File: src/rtl/daughter_power_sequencer_pkg.sv
// Shared types and constants for the daughterboard power sequencer.
// Rail bit positions, FSM encoding and delay counter width.
package daughter_power_sequencer_pkg;

   typedef enum logic [1:0] {
      ST_IDLE     = 2'd0,
      ST_WAIT_ON  = 2'd1,
      ST_WAIT_OFF = 2'd2
   } seq_state_e;

   localparam int NUM_RAILS = 4;
   localparam int RAIL_W    = $clog2(NUM_RAILS);
   localparam int PWR_LSB   = 0;
   localparam int DRV_LSB   = 4;
   localparam int CNT_W     = 16;

   // Per-rail mismatch; requested drive only counts when power is requested.
   function automatic logic [NUM_RAILS-1:0] rail_mismatch(
      input logic [NUM_RAILS-1:0] st_pwr,
      input logic [NUM_RAILS-1:0] st_drv,
      input logic [NUM_RAILS-1:0] tg_pwr,
      input logic [NUM_RAILS-1:0] tg_drv
   );
      return (st_pwr ^ tg_pwr) | (st_drv ^ (tg_drv & tg_pwr));
   endfunction

endpackage

File: src/rtl/daughter_power_sequencer_rr_pick.sv
// Round-robin picker: first set bit of mismatch_i at or after ptr_i.
// Purely combinational.
module power_seq_rr_pick #(
   parameter  int N  = 4,
   localparam int IW = (N > 1) ? $clog2(N) : 1
) (
   input  logic [N-1:0]  mismatch_i,
   input  logic [IW-1:0] ptr_i,
   output logic [IW-1:0] idx_o,
   output logic          valid_o
);

   logic [2*N-1:0] dbl;
   logic [IW:0]    sum;

   // Rotate so bit 0 is the pointer slot, then take the lowest set bit.
   always_comb begin
      dbl     = {mismatch_i, mismatch_i} >> ptr_i;
      idx_o   = '0;
      sum     = '0;
      valid_o = |mismatch_i;
      for (int k = N - 1; k >= 0; k--) begin
         if (dbl[k]) begin
            sum = {1'b0, ptr_i} + (IW+1)'(k);
            if (sum >= (IW+1)'(N)) begin
               sum = sum - (IW+1)'(N);
            end
            idx_o = sum[IW-1:0];
         end
      end
   end

endmodule

File: src/rtl/daughter_power_sequencer.sv
// Daughterboard power/drive sequencer: one rail pair per job,
// drive follows power by ON_DELAY, power follows drive-off by OFF_DELAY.
module daughter_power_sequencer
   import daughter_power_sequencer_pkg::*;
#(
   parameter  int NUM_DAUGHTERS = 4,
   parameter  int ON_DELAY      = 1000,
   parameter  int OFF_DELAY     = 100,
   localparam int IW = (NUM_DAUGHTERS > 1) ? $clog2(NUM_DAUGHTERS) : 1
) (
   input  logic                       clk_i,
   input  logic                       rst_n_i,
   input  logic [8*NUM_DAUGHTERS-1:0] target_i,
   input  logic                       kill_i,
   output logic [8*NUM_DAUGHTERS-1:0] state_o,
   output logic                       busy_o,
   output logic                       done_o,
   output logic [IW-1:0]              active_o
);

   localparam logic [CNT_W-1:0] ON_CNT  = CNT_W'(ON_DELAY - 1);
   localparam logic [CNT_W-1:0] OFF_CNT = CNT_W'(OFF_DELAY - 1);

   seq_state_e                 fsm_q, fsm_d;
   logic [8*NUM_DAUGHTERS-1:0] state_q, state_d;
   logic [CNT_W-1:0]           cnt_q, cnt_d;
   logic [IW-1:0]              rr_q, rr_d;
   logic [IW-1:0]              act_q, act_d;
   logic [RAIL_W-1:0]          j_q, j_d;
   logic                       td_q, td_d;
   logic                       done_q, done_d;

   logic [NUM_DAUGHTERS-1:0]   dmis;
   logic [IW-1:0]              pick_idx;
   logic                       pick_vld;

   logic [IW-1:0]              wk_idx, nxt_rr;
   logic [NUM_RAILS-1:0]       wk_pwr, wk_drv, tg_pwr, tg_drv;
   logic [NUM_RAILS-1:0]       mm, jm;
   logic [RAIL_W-1:0]          sel_j, jsel;
   logic                       tp, td, cp, cd, complete;

   // Which daughters have any rail pair out of step with its target.
   always_comb begin
      dmis = '0;
      for (int d = 0; d < NUM_DAUGHTERS; d++) begin
         dmis[d] = |rail_mismatch(state_q[8*d+PWR_LSB +: NUM_RAILS],
                                  state_q[8*d+DRV_LSB +: NUM_RAILS],
                                  target_i[8*d+PWR_LSB +: NUM_RAILS],
                                  target_i[8*d+DRV_LSB +: NUM_RAILS]);
      end
   end

   power_seq_rr_pick #(
      .N (NUM_DAUGHTERS)
   ) u_pick (
      .mismatch_i (dmis),
      .ptr_i      (rr_q),
      .idx_o      (pick_idx),
      .valid_o    (pick_vld)
   );

   // Job selection, start actions, delay countdown and kill override.
   always_comb begin
      fsm_d    = fsm_q;
      state_d  = state_q;
      cnt_d    = cnt_q;
      rr_d     = rr_q;
      act_d    = act_q;
      j_d      = j_q;
      td_d     = td_q;
      done_d   = 1'b0;
      complete = 1'b0;
      wk_pwr   = '0;
      wk_drv   = '0;
      tg_pwr   = '0;
      tg_drv   = '0;
      sel_j    = '0;

      wk_idx = (fsm_q == ST_IDLE) ? pick_idx : act_q;
      for (int d = 0; d < NUM_DAUGHTERS; d++) begin
         if (wk_idx == IW'(d)) begin
            wk_pwr = state_q[8*d+PWR_LSB +: NUM_RAILS];
            wk_drv = state_q[8*d+DRV_LSB +: NUM_RAILS];
            tg_pwr = target_i[8*d+PWR_LSB +: NUM_RAILS];
            tg_drv = target_i[8*d+DRV_LSB +: NUM_RAILS];
         end
      end
      nxt_rr = (wk_idx == IW'(NUM_DAUGHTERS - 1)) ? '0 : wk_idx + 1'b1;

      mm = rail_mismatch(wk_pwr, wk_drv, tg_pwr, tg_drv);
      for (int j = NUM_RAILS - 1; j >= 0; j--) begin
         if (mm[j]) sel_j = RAIL_W'(j);
      end
      jsel = (fsm_q == ST_IDLE) ? sel_j : j_q;
      jm   = NUM_RAILS'(1) << jsel;
      tp   = |(tg_pwr & jm);
      td   = |(tg_drv & jm) & tp;
      cp   = |(wk_pwr & jm);
      cd   = |(wk_drv & jm);

      case (fsm_q)
         ST_IDLE: begin
            if (pick_vld) begin
               act_d = pick_idx;
               j_d   = sel_j;
               td_d  = td;
               if (cd && !td) begin
                  wk_drv = wk_drv & ~jm;
                  if (tp) begin
                     complete = 1'b1;
                  end else begin
                     cnt_d = OFF_CNT;
                     fsm_d = ST_WAIT_OFF;
                  end
               end else if (!cp && tp) begin
                  wk_pwr = wk_pwr | jm;
                  cnt_d  = ON_CNT;
                  fsm_d  = ST_WAIT_ON;
               end else if (cp && tp) begin
                  wk_drv   = wk_drv | jm;
                  complete = 1'b1;
               end else begin
                  wk_pwr   = wk_pwr & ~jm;
                  complete = 1'b1;
               end
            end
         end
         ST_WAIT_ON: begin
            if (cnt_q == '0) begin
               if (td_q) wk_drv = wk_drv | jm;
               complete = 1'b1;
            end else begin
               cnt_d = cnt_q - 1'b1;
            end
         end
         ST_WAIT_OFF: begin
            if (cnt_q == '0) begin
               wk_pwr   = wk_pwr & ~jm;
               complete = 1'b1;
            end else begin
               cnt_d = cnt_q - 1'b1;
            end
         end
         default: fsm_d = ST_IDLE;
      endcase

      if (complete) begin
         fsm_d  = ST_IDLE;
         done_d = 1'b1;
         rr_d   = nxt_rr;
      end

      for (int d = 0; d < NUM_DAUGHTERS; d++) begin
         if (wk_idx == IW'(d)) begin
            state_d[8*d+PWR_LSB +: NUM_RAILS] = wk_pwr;
            state_d[8*d+DRV_LSB +: NUM_RAILS] = wk_drv;
         end
      end

      if (kill_i) begin
         state_d = '0;
         fsm_d   = ST_IDLE;
         cnt_d   = '0;
         done_d  = 1'b0;
         rr_d    = rr_q;
         act_d   = act_q;
         j_d     = j_q;
         td_d    = td_q;
      end
   end

   // Sequencer state registers, cleared asynchronously on reset.
   always_ff @(posedge clk_i or negedge rst_n_i) begin
      if (!rst_n_i) begin
         fsm_q   <= ST_IDLE;
         state_q <= '0;
         cnt_q   <= '0;
         rr_q    <= '0;
         act_q   <= '0;
         j_q     <= '0;
         td_q    <= 1'b0;
         done_q  <= 1'b0;
      end else begin
         fsm_q   <= fsm_d;
         state_q <= state_d;
         cnt_q   <= cnt_d;
         rr_q    <= rr_d;
         act_q   <= act_d;
         j_q     <= j_d;
         td_q    <= td_d;
         done_q  <= done_d;
      end
   end

   assign state_o  = state_q;
   assign busy_o   = (fsm_q != ST_IDLE);
   assign done_o   = done_q;
   assign active_o = act_q;

endmodule

File: config.mk
export PLATFORM = sky130hd
export DESIGN_NAME = daughter_power_sequencer
export DESIGN_NICKNAME = d
export VERILOG_FILES = /design/src/rtl/daughter_power_sequencer_pkg.sv /design/src/rtl/daughter_power_sequencer_rr_pick.sv /design/src/rtl/daughter_power_sequencer.sv
export SDC_FILE = /design/constraint.sdc
export NUM_CORES = 1
export LEC_CHECK = 0
export ABC_AREA = 1
export ABC_CLOCK_PERIOD_IN_PS = 4000
export BUFFER_PORTS_ARGS = -buffer_cell sky130_fd_sc_hd__buf_2
export CAP_MARGIN = 20
export CORE_MARGIN = 3
export CORE_UTILIZATION = 35
export CTS_BUF_LIST = sky130_fd_sc_hd__clkbuf_4 sky130_fd_sc_hd__clkbuf_8 sky130_fd_sc_hd__clkbuf_16
export CTS_CLUSTER_DIAMETER = 150
export DETAILED_ROUTE_END_ITERATION = 10
export GPL_ROUTABILITY_DRIVEN = 0
export GPL_TIMING_DRIVEN = 0
export HOLD_SLACK_MARGIN = 0.02
export PLACE_DENSITY_LB_ADDON = 0.25
export RECOVER_POWER = 100
export SYNTH_ARGS = -nofsm -noshare
export SYNTH_HDL_FRONTEND = slang
export SYNTH_HIERARCHICAL = 1
export SYNTH_SLANG_ARGS = --single-unit
File: constraint.sdc
create_clock -name clk_i -period 4 [get_ports clk_i]
set_input_delay 0.4 -clock clk_i [delete_from_list [all_inputs] [get_ports clk_i]]
set_output_delay 0.4 -clock clk_i [all_outputs]
set_load 0.05 [all_outputs]
Yosys cells after proc, flatten, opt, wreduce, memory -nomap -nowiden
Cells that the tools add are included.
{"block": "word_totals", "reg_bits": 58, "latchBits": 0, "mem_bits_rw": 0, "romBits": 0, "inputBits": 35, "output_inout_bits": 36, "word_cells": 169, "mem_count": 0}
{"block": "classes", "addsub": 9, "n_mul": 0, "div_mod_pow": 0, "n_lt_le_gt_ge": 4, "n_eq_ne": 13, "shifts": 2, "muxes": 71, "bitwise_logic": 31, "reduce_logical": 28}
{"op": "two-way mux 4 bit", "count": 27}
{"op": "two-way mux 16 bit", "count": 6}
{"op": "bitwise AND 4 bit", "count": 11}
{"op": "two-way mux 2 bit", "count": 21}
{"op": "XOR 4 bit", "count": 10}
{"op": "two-way mux 32 bit", "count": 1}
{"op": "two-way mux 8 bit", "count": 4}
{"op": "case mux 16 bit (2 select lines)", "count": 1}
{"op": "OR reduction 4 bit", "count": 8}
{"op": "OR 4 bit", "count": 7}
{"op": "zero test 16 bit", "count": 1}
{"op": "case mux 4 bit (2 select lines)", "count": 2}
{"op": "OR reduction 16 bit", "count": 1}
{"op": "subtractor 16 x 1 -> 16 bit (second input constant)", "count": 1}
{"op": "nonzero test 2 bit", "count": 5}
{"op": ">= comparator 3 bit (second input constant)", "count": 3}
{"op": "inequality test 4 bit (second input constant)", "count": 2}
{"op": ">> shifter 8 x 2 -> 4 bit", "count": 1}
{"op": "subtractor 2 x 1 -> 2 bit (second input constant)", "count": 4}
{"op": "two-way mux 1 bit", "count": 7}
{"op": "adder 2 x 2 -> 3 bit (second input constant)", "count": 2}
{"op": "== test 2 bit (second input constant)", "count": 3}
{"op": "inequality test 3 bit (second input constant)", "count": 2}
{"op": "inequality test 5 x 3 -> 1 bit (second input constant)", "count": 1}
{"op": "other kinds (22)", "count": 27}

Depth between registers and ports, before layout
{"block": "depth", "ltp_word": 34, "ltp_mapped": 47, "mapped_depth_nobuf": 45}

Hierarchy
Netlist, hierarchy kept.
{"mod": "daughter_power_sequencer", "n_inst": 1, "cells_per_inst": 791, "area_per_inst_um2": 5118.7}
{"mod": "power_seq_rr_pick", "n_inst": 1, "cells_per_inst": 47, "area_per_inst_um2": 227.7}

Worst setup path after synthesis
No wires, ideal clock.
{"block": "synth_timing", "path_kind": "register -> register", "from": "register state_q[31], in the netlist state_o[31]", "to": "register cnt_q[5]", "t_arrival_ns": 4.590, "required_time_ns": 3.877, "slack_ns": -0.714, "stages_incl_launch_ff": 43, "n_path_buf": 3, "synth_period_minus_slack_ns": 4.714, "path_cell_list": "dfrtp_1 inv_1 xor2_1 a221oi_1 nand3_1 inv_1 nand2_1 nand3_1 nand2_1 inv_2 o21ai_1 nand2_1 nand2_1 inv_1 nand2_1 o21ai_0 inv_1 ha_1 (+7 left out) nand2_1 nand2_1 nand3_2 nor2_2 nand2_1 nand2_2 nand2_4 nor2_2 nand2_1 nand4_2 nand2_4 o21ai_2 nor2_4 nor2_8 inv_4 buf_6 nand2_2 o21ai_2"}
{"block": "synth_via", "elab_chain_cells": 32, "elab_cells_between_ends": 61, "classes_between": "eq/ne: 6; shift: 2; mux: 30; bitwise: 11; reduce/logical: 12"}
{"item": "from (decl)", "line_no": "daughter_power_sequencer.sv:25", "source": "logic [8*NUM_DAUGHTERS-1:0] state_q, state_d;"}
{"item": "from (signal assigned)", "line_no": "daughter_power_sequencer.sv:186", "source": "state_q <= state_d;"}
{"item": "XOR 4 bit (*)", "line_no": "daughter_power_sequencer_pkg.sv:24", "source": "return (st_pwr ^ tg_pwr) | (st_drv ^ (tg_drv & tg_pwr));"}
{"item": "OR 4 bit (*)", "line_no": "daughter_power_sequencer_pkg.sv:24"}
{"item": "OR reduction 4 bit (*)", "line_no": "daughter_power_sequencer.sv:47", "source": "dmis[d] = |rail_mismatch(state_q[8*d+PWR_LSB +: NUM_RAILS],"}
{"item": "named net dmis[3]", "line_no": "daughter_power_sequencer.sv:33", "source": "logic [NUM_DAUGHTERS-1:0] dmis;"}
{"item": ">> shifter 8 x 2 -> 4 bit (*)", "line_no": "daughter_power_sequencer_rr_pick.sv:18", "source": "dbl = {mismatch_i, mismatch_i} >> ptr_i;"}
{"item": "two-way mux 2 bit (3 in series)", "line_no": "daughter_power_sequencer_rr_pick.sv:23", "source": "if (dbl[k]) begin"}
{"item": "two-way mux 2 bit (*)", "line_no": "daughter_power_sequencer_rr_pick.sv:23"}
{"item": "named net pick_idx[0]", "line_no": "daughter_power_sequencer.sv:34", "source": "logic [IW-1:0] pick_idx;"}
{"item": "(+16 left out)"}
{"item": "OR reduction 4 bit (on tied branches)", "line_no": "daughter_power_sequencer.sv:98, daughter_power_sequencer.sv:97"}
{"item": "bitwise AND 1 bit", "line_no": "daughter_power_sequencer.sv:98", "source": "td = |(tg_drv & jm) & tp;"}
{"item": "zero test 1 bit", "line_no": "daughter_power_sequencer.sv:108", "source": "if (cd && !td) begin"}
{"item": "logical AND 1 bit", "line_no": "daughter_power_sequencer.sv:108"}
{"item": "two-way mux 16 bit", "line_no": "daughter_power_sequencer.sv:108"}
{"item": "two-way mux 16 bit", "line_no": "daughter_power_sequencer.sv:104", "source": "if (pick_vld) begin"}
{"item": "case mux 16 bit (2 select lines)", "line_no": "daughter_power_sequencer.sv:102", "source": "case (fsm_q)"}
{"item": "two-way mux 16 bit", "line_no": "daughter_power_sequencer.sv:161", "source": "if (kill_i) begin"}
{"item": "to (signal assigned)", "line_no": "daughter_power_sequencer.sv:187", "source": "cnt_q <= cnt_d;"}
{"item": "to (decl)", "line_no": "daughter_power_sequencer.sv:26", "source": "logic [CNT_W-1:0] cnt_q, cnt_d;"}
Mark *: on every way through the listed nets, which the timed path passes. The rest lies on a longest branch. The select of a mux whose other input is x is not followed.
A chain may end at the register's enable or synchronous reset.

Final worst setup path
{"block": "layout_timing", "from": "register state_q[22], in the netlist state_o[22]", "to": "register cnt_q[13]"}
Same word-level chain as after synthesis.

==> impl_metrics.csv <==
group,metric,value,unit
outcome,status,"complete, but fails checks",
outcome,failed_checks,"max-capacitance violations, max-slew violations, negative setup slack",
sta,finalSetupViolCount,54,
floorplanning,die_area,16800,um2
setup_path,slowest_stage,"dfrtp_2",
global_route,grtUsageTotal,0.226,
yosys,netlist_instances,838,
yosys,ys_types,39,
setup_path,critPathBufInv,9,
yosys,synth_top_area_share,0.271,
flow_run,drv_cap,1,
route,num_vias,6148,
yosys,synth_top_area_cell,"dfrtp_1",
route,routed_wl,19300,um
layout,antenna_cells,0,
placement,io_buffers,70,
floorplanning,die_x,130,um
layout,multiInputGateArea,4140,um2
route,dr.pass1.iters,5,
setup_path,cp_top_family,"simple AND/OR/NAND/NOR gates",
route,drtIter0Drc,474,
setup_path,critPathMaxFanout,8,
route,drc,0,
hold_path,hold_class,"reg2reg",
placement,dp_hpwl,13300,um
setup_path,slowest_delay,0.44,ns
yosys,synthesis.nets,882,
cts,cts.sinks,58,
global_route,grt_pass1_wl,29700,um
sta,slew_viol_final,59,
floorplanning,rows,44,
cts,hold_buffers,0,
placement,dp_slack,-1.58,ns
sta,max-slew-margin-rel,-1.22,
layout,layout-drive-gt1-share,0.404,
yosys,yosysWarnings,6,
yosys,ys_seq_area_frac,0.271,
setup_path,crit_path_start_kind,"register",
sta,post-route-period-util,1.28,
setup_path,endpoint_kind,"register",
cts,clock-root-buffer,"clkbuf_16",
route,drtAntennaViolNets,0,
route,vias_per_cell,5.23,
cts,htreeDepth,3,
cts,cts_tree,"done",
yosys,synth.avg_cell_area,6.38,um2
floorplanning,initial_utilization,0.362,
sta,fin_crit,5.12,ns
layout,fillers,1437,
global_route,grt_max_degree,59,
setup_path,worst_path_most_repeated_cell,"nand2_2",
global_route,grt_pass1_vias,5764,
route,wl_per_cell,16.4,um
cts,clk_latency,0.35,ns
layout,syn2layout_area_growth,45.0,%
yosys,synth_seq_cells,58,
setup_path,criticalPathCategory,"reg2reg",
sta,skew,0.0123,ns
global_route,overflow,0,
yosys,netlist_area,5350,um2
floorplanning,core_region_area,14800,um2
setup_path,worstPathArrival,5.35,ns
sta,layout_setup_ws,-1.12,ns
layout,seqCellArea,1480,um2
sta,worstMarginPinSlew,3.34,ns
cts,clk_pin_slew,0.05,ns
cts,clockBufferDepth,2,
sta,rsz0062_at_grt,"true",
floorplanning,ios,71,
layout,final_nets,1030,
sta,final_hold_viol_count,0,
yosys,synthTopCellsByArea,"dfrtp_1 (27%), nand2_1 (21%), nand3_1 (7.3%)",
floorplanning,die_y,130,um
cts,cts_made_buffers,9,
sta,fmax,0.195,GHz
setup_path,cp_data_required_time,4.23,ns
global_route,antenna_found_initial,0,
[sequential cells by signal, summed over array words and instances, names as in the netlist]
register and flops:
done_o 1, fsm_q 2, j_q 2, td_q 1, cnt_q 16, active_o 2
state_o 32, rr_q 2
[stage by stage]
step	util	TNS (ns)	instance area (um2)	instances	hold WS [ns]
5_1_grt	0.525	-73.76	7750	1175	0.528
2_1_floorplan	-	-20.04	5420	838	0.104
4_1_cts	0.490	-48.32	7230	1151	0.181
3_5_place_dp	0.407	-80.89	6010	1092	0.483
6_report	0.525	-55.49	7750	1175	0.489
3_3_place_gp	0.407	-82.09	6000	1092	0.470
[layout by cell type, fill, tap and decap left out, types with 8 or more instances in the layout]
| cell type | synthesis | final |
|---|---|---|
| buf_6 | 9 | 11 |
| nand2_2 | 23 | 61 |
| o21ai_0 | 31 | 21 |
| buf_4 | 3 | 50 |
| nor2_4 | 3 | 11 |
| inv_2 | 9 | 23 |
| dfrtp_1 | 58 | 37 |
| a21oi_1 | 36 | 31 |
| xor2_1 | 20 | 20 |
| nand3_1 | 78 | 37 |
| clkbuf_16 | 0 | 11 |
| nand4_1 | 20 | 20 |
| inv_1 | 70 | 55 |
| nor3_1 | 9 | 9 |
| nor2_2 | 5 | 8 |
| nor2_1 | 67 | 56 |
| dfrtp_2 | 0 | 21 |
| clkbuf_1 | 10 | 24 |
| nand3_2 | 6 | 42 |
| o21ai_2 | 10 | 13 |
| xnor2_1 | 18 | 16 |
| buf_2 | 5 | 58 |
| nand2_4 | 4 | 18 |
| nand2_1 | 298 | 244 |
[what timing repair did]
item                       in CTS  in global routing
pin swaps                      59                 68
buffers inserted               36                 22
resized for setup             136                 86
cloned                          7                  2
setup endpoints to repair      54                 55
[metal layers]
layer | up-vias | wire length, um | GRT usage
met5 | - | 0 | 0
met2 | 191 | 9160 | 0.365
met3 | 35 | 1140 | 0.0326
met4 | 0 | 410 | 0.0697
met1 | 2919 | 8570 | 0.313
li1 | 3003 | - | -
[synth_stat cells]
library cell / number
a21boi_1: 1
nand4_2: 1
o221ai_1: 1
nor2_8: 1
o21ai_1: 2
nor4_1: 8
xor2_1: 20
nand3_1: 78
nand3_4: 1
nor2_4: 3
a221oi_1: 1
a21oi_4: 1
nand2_1: 298
ha_1: 9
xnor2_1: 18
nor2_1: 67
o2111ai_1: 1
buf_2: 5
inv_1: 70
nand2_2: 23
o211ai_2: 2
a21oi_1: 36
or2_1: 2
buf_4: 3
o21ai_0: 31
a21oi_2: 3
dfrtp_1: 58
nand3_2: 6
buf_6: 9
clkbuf_1: 10
inv_4: 4
nand4_1: 20
and3_1: 1
nand2_4: 4
inv_2: 9
o21ai_2: 10
or2_2: 7
nor3_1: 9
nor2_2: 5
[final timing paths]
| path | startpoint | to | slack (ns) | depth (start not counted) |
|---|---|---|---|---|
| max | state_o[22] | cnt_q[13] | -1.12 | 42 |
| max reg2reg | state_o[22] | cnt_q[13] | -1.12 | 42 |
| min | cnt_q[0] | cnt_q[0] | 0.49 | 2 |
| min in group asynchronous | rst_n_i | state_o[10] | 1.17 | 1 |
| max in group asynchronous | rst_n_i | state_o[24] | 0.69 | 1 |
| min reg2reg | cnt_q[0] | cnt_q[0] | 0.49 | 2 |
[area by class of cell]
| cell class | count | area share |
|---|---|---|
| Inverter | 83 | 0.0439 |
| Clock inverter | 2 | 0.00452 |
| Tap cell | 184 | 0.0297 |
| Multi-Input combinational cell | 671 | 0.534 |
| Sequential cell | 58 | 0.191 |
| Timing Repair Buffer | 135 | 0.126 |
| Timing Repair inverter | 1 | 0.00145 |
| Clock buffer | 14 | 0.0363 |
| Buffer | 27 | 0.0334 |
[worst reg2reg max path, delay by kind of cell (launching register included)]
family                     cells  cell delay, ns
AOI/OAI and AO/OA              5            0.79
xor gates and xnor gates       1            0.16
adders and majority gates      1            0.18
buffers and inverters          9            0.98
DFF                            1            0.44
and+or+nand+nor               26            2.49
[logic make-up after synthesis]
group	Yosys count	synth area share
AO/OA/AOI/OAI	89	0.0999
XOR/XNOR	38	0.0623
adder cells (fa/ha/maj)	9	0.0211
buffers and inverters	110	0.0950
flip-flops	58	0.271
AND/OR/NAND/NOR	534	0.450
Power is left out: the tool's default activity adds up to more than one toggle a clock period on the data nets, which glitch-free logic cannot reach.
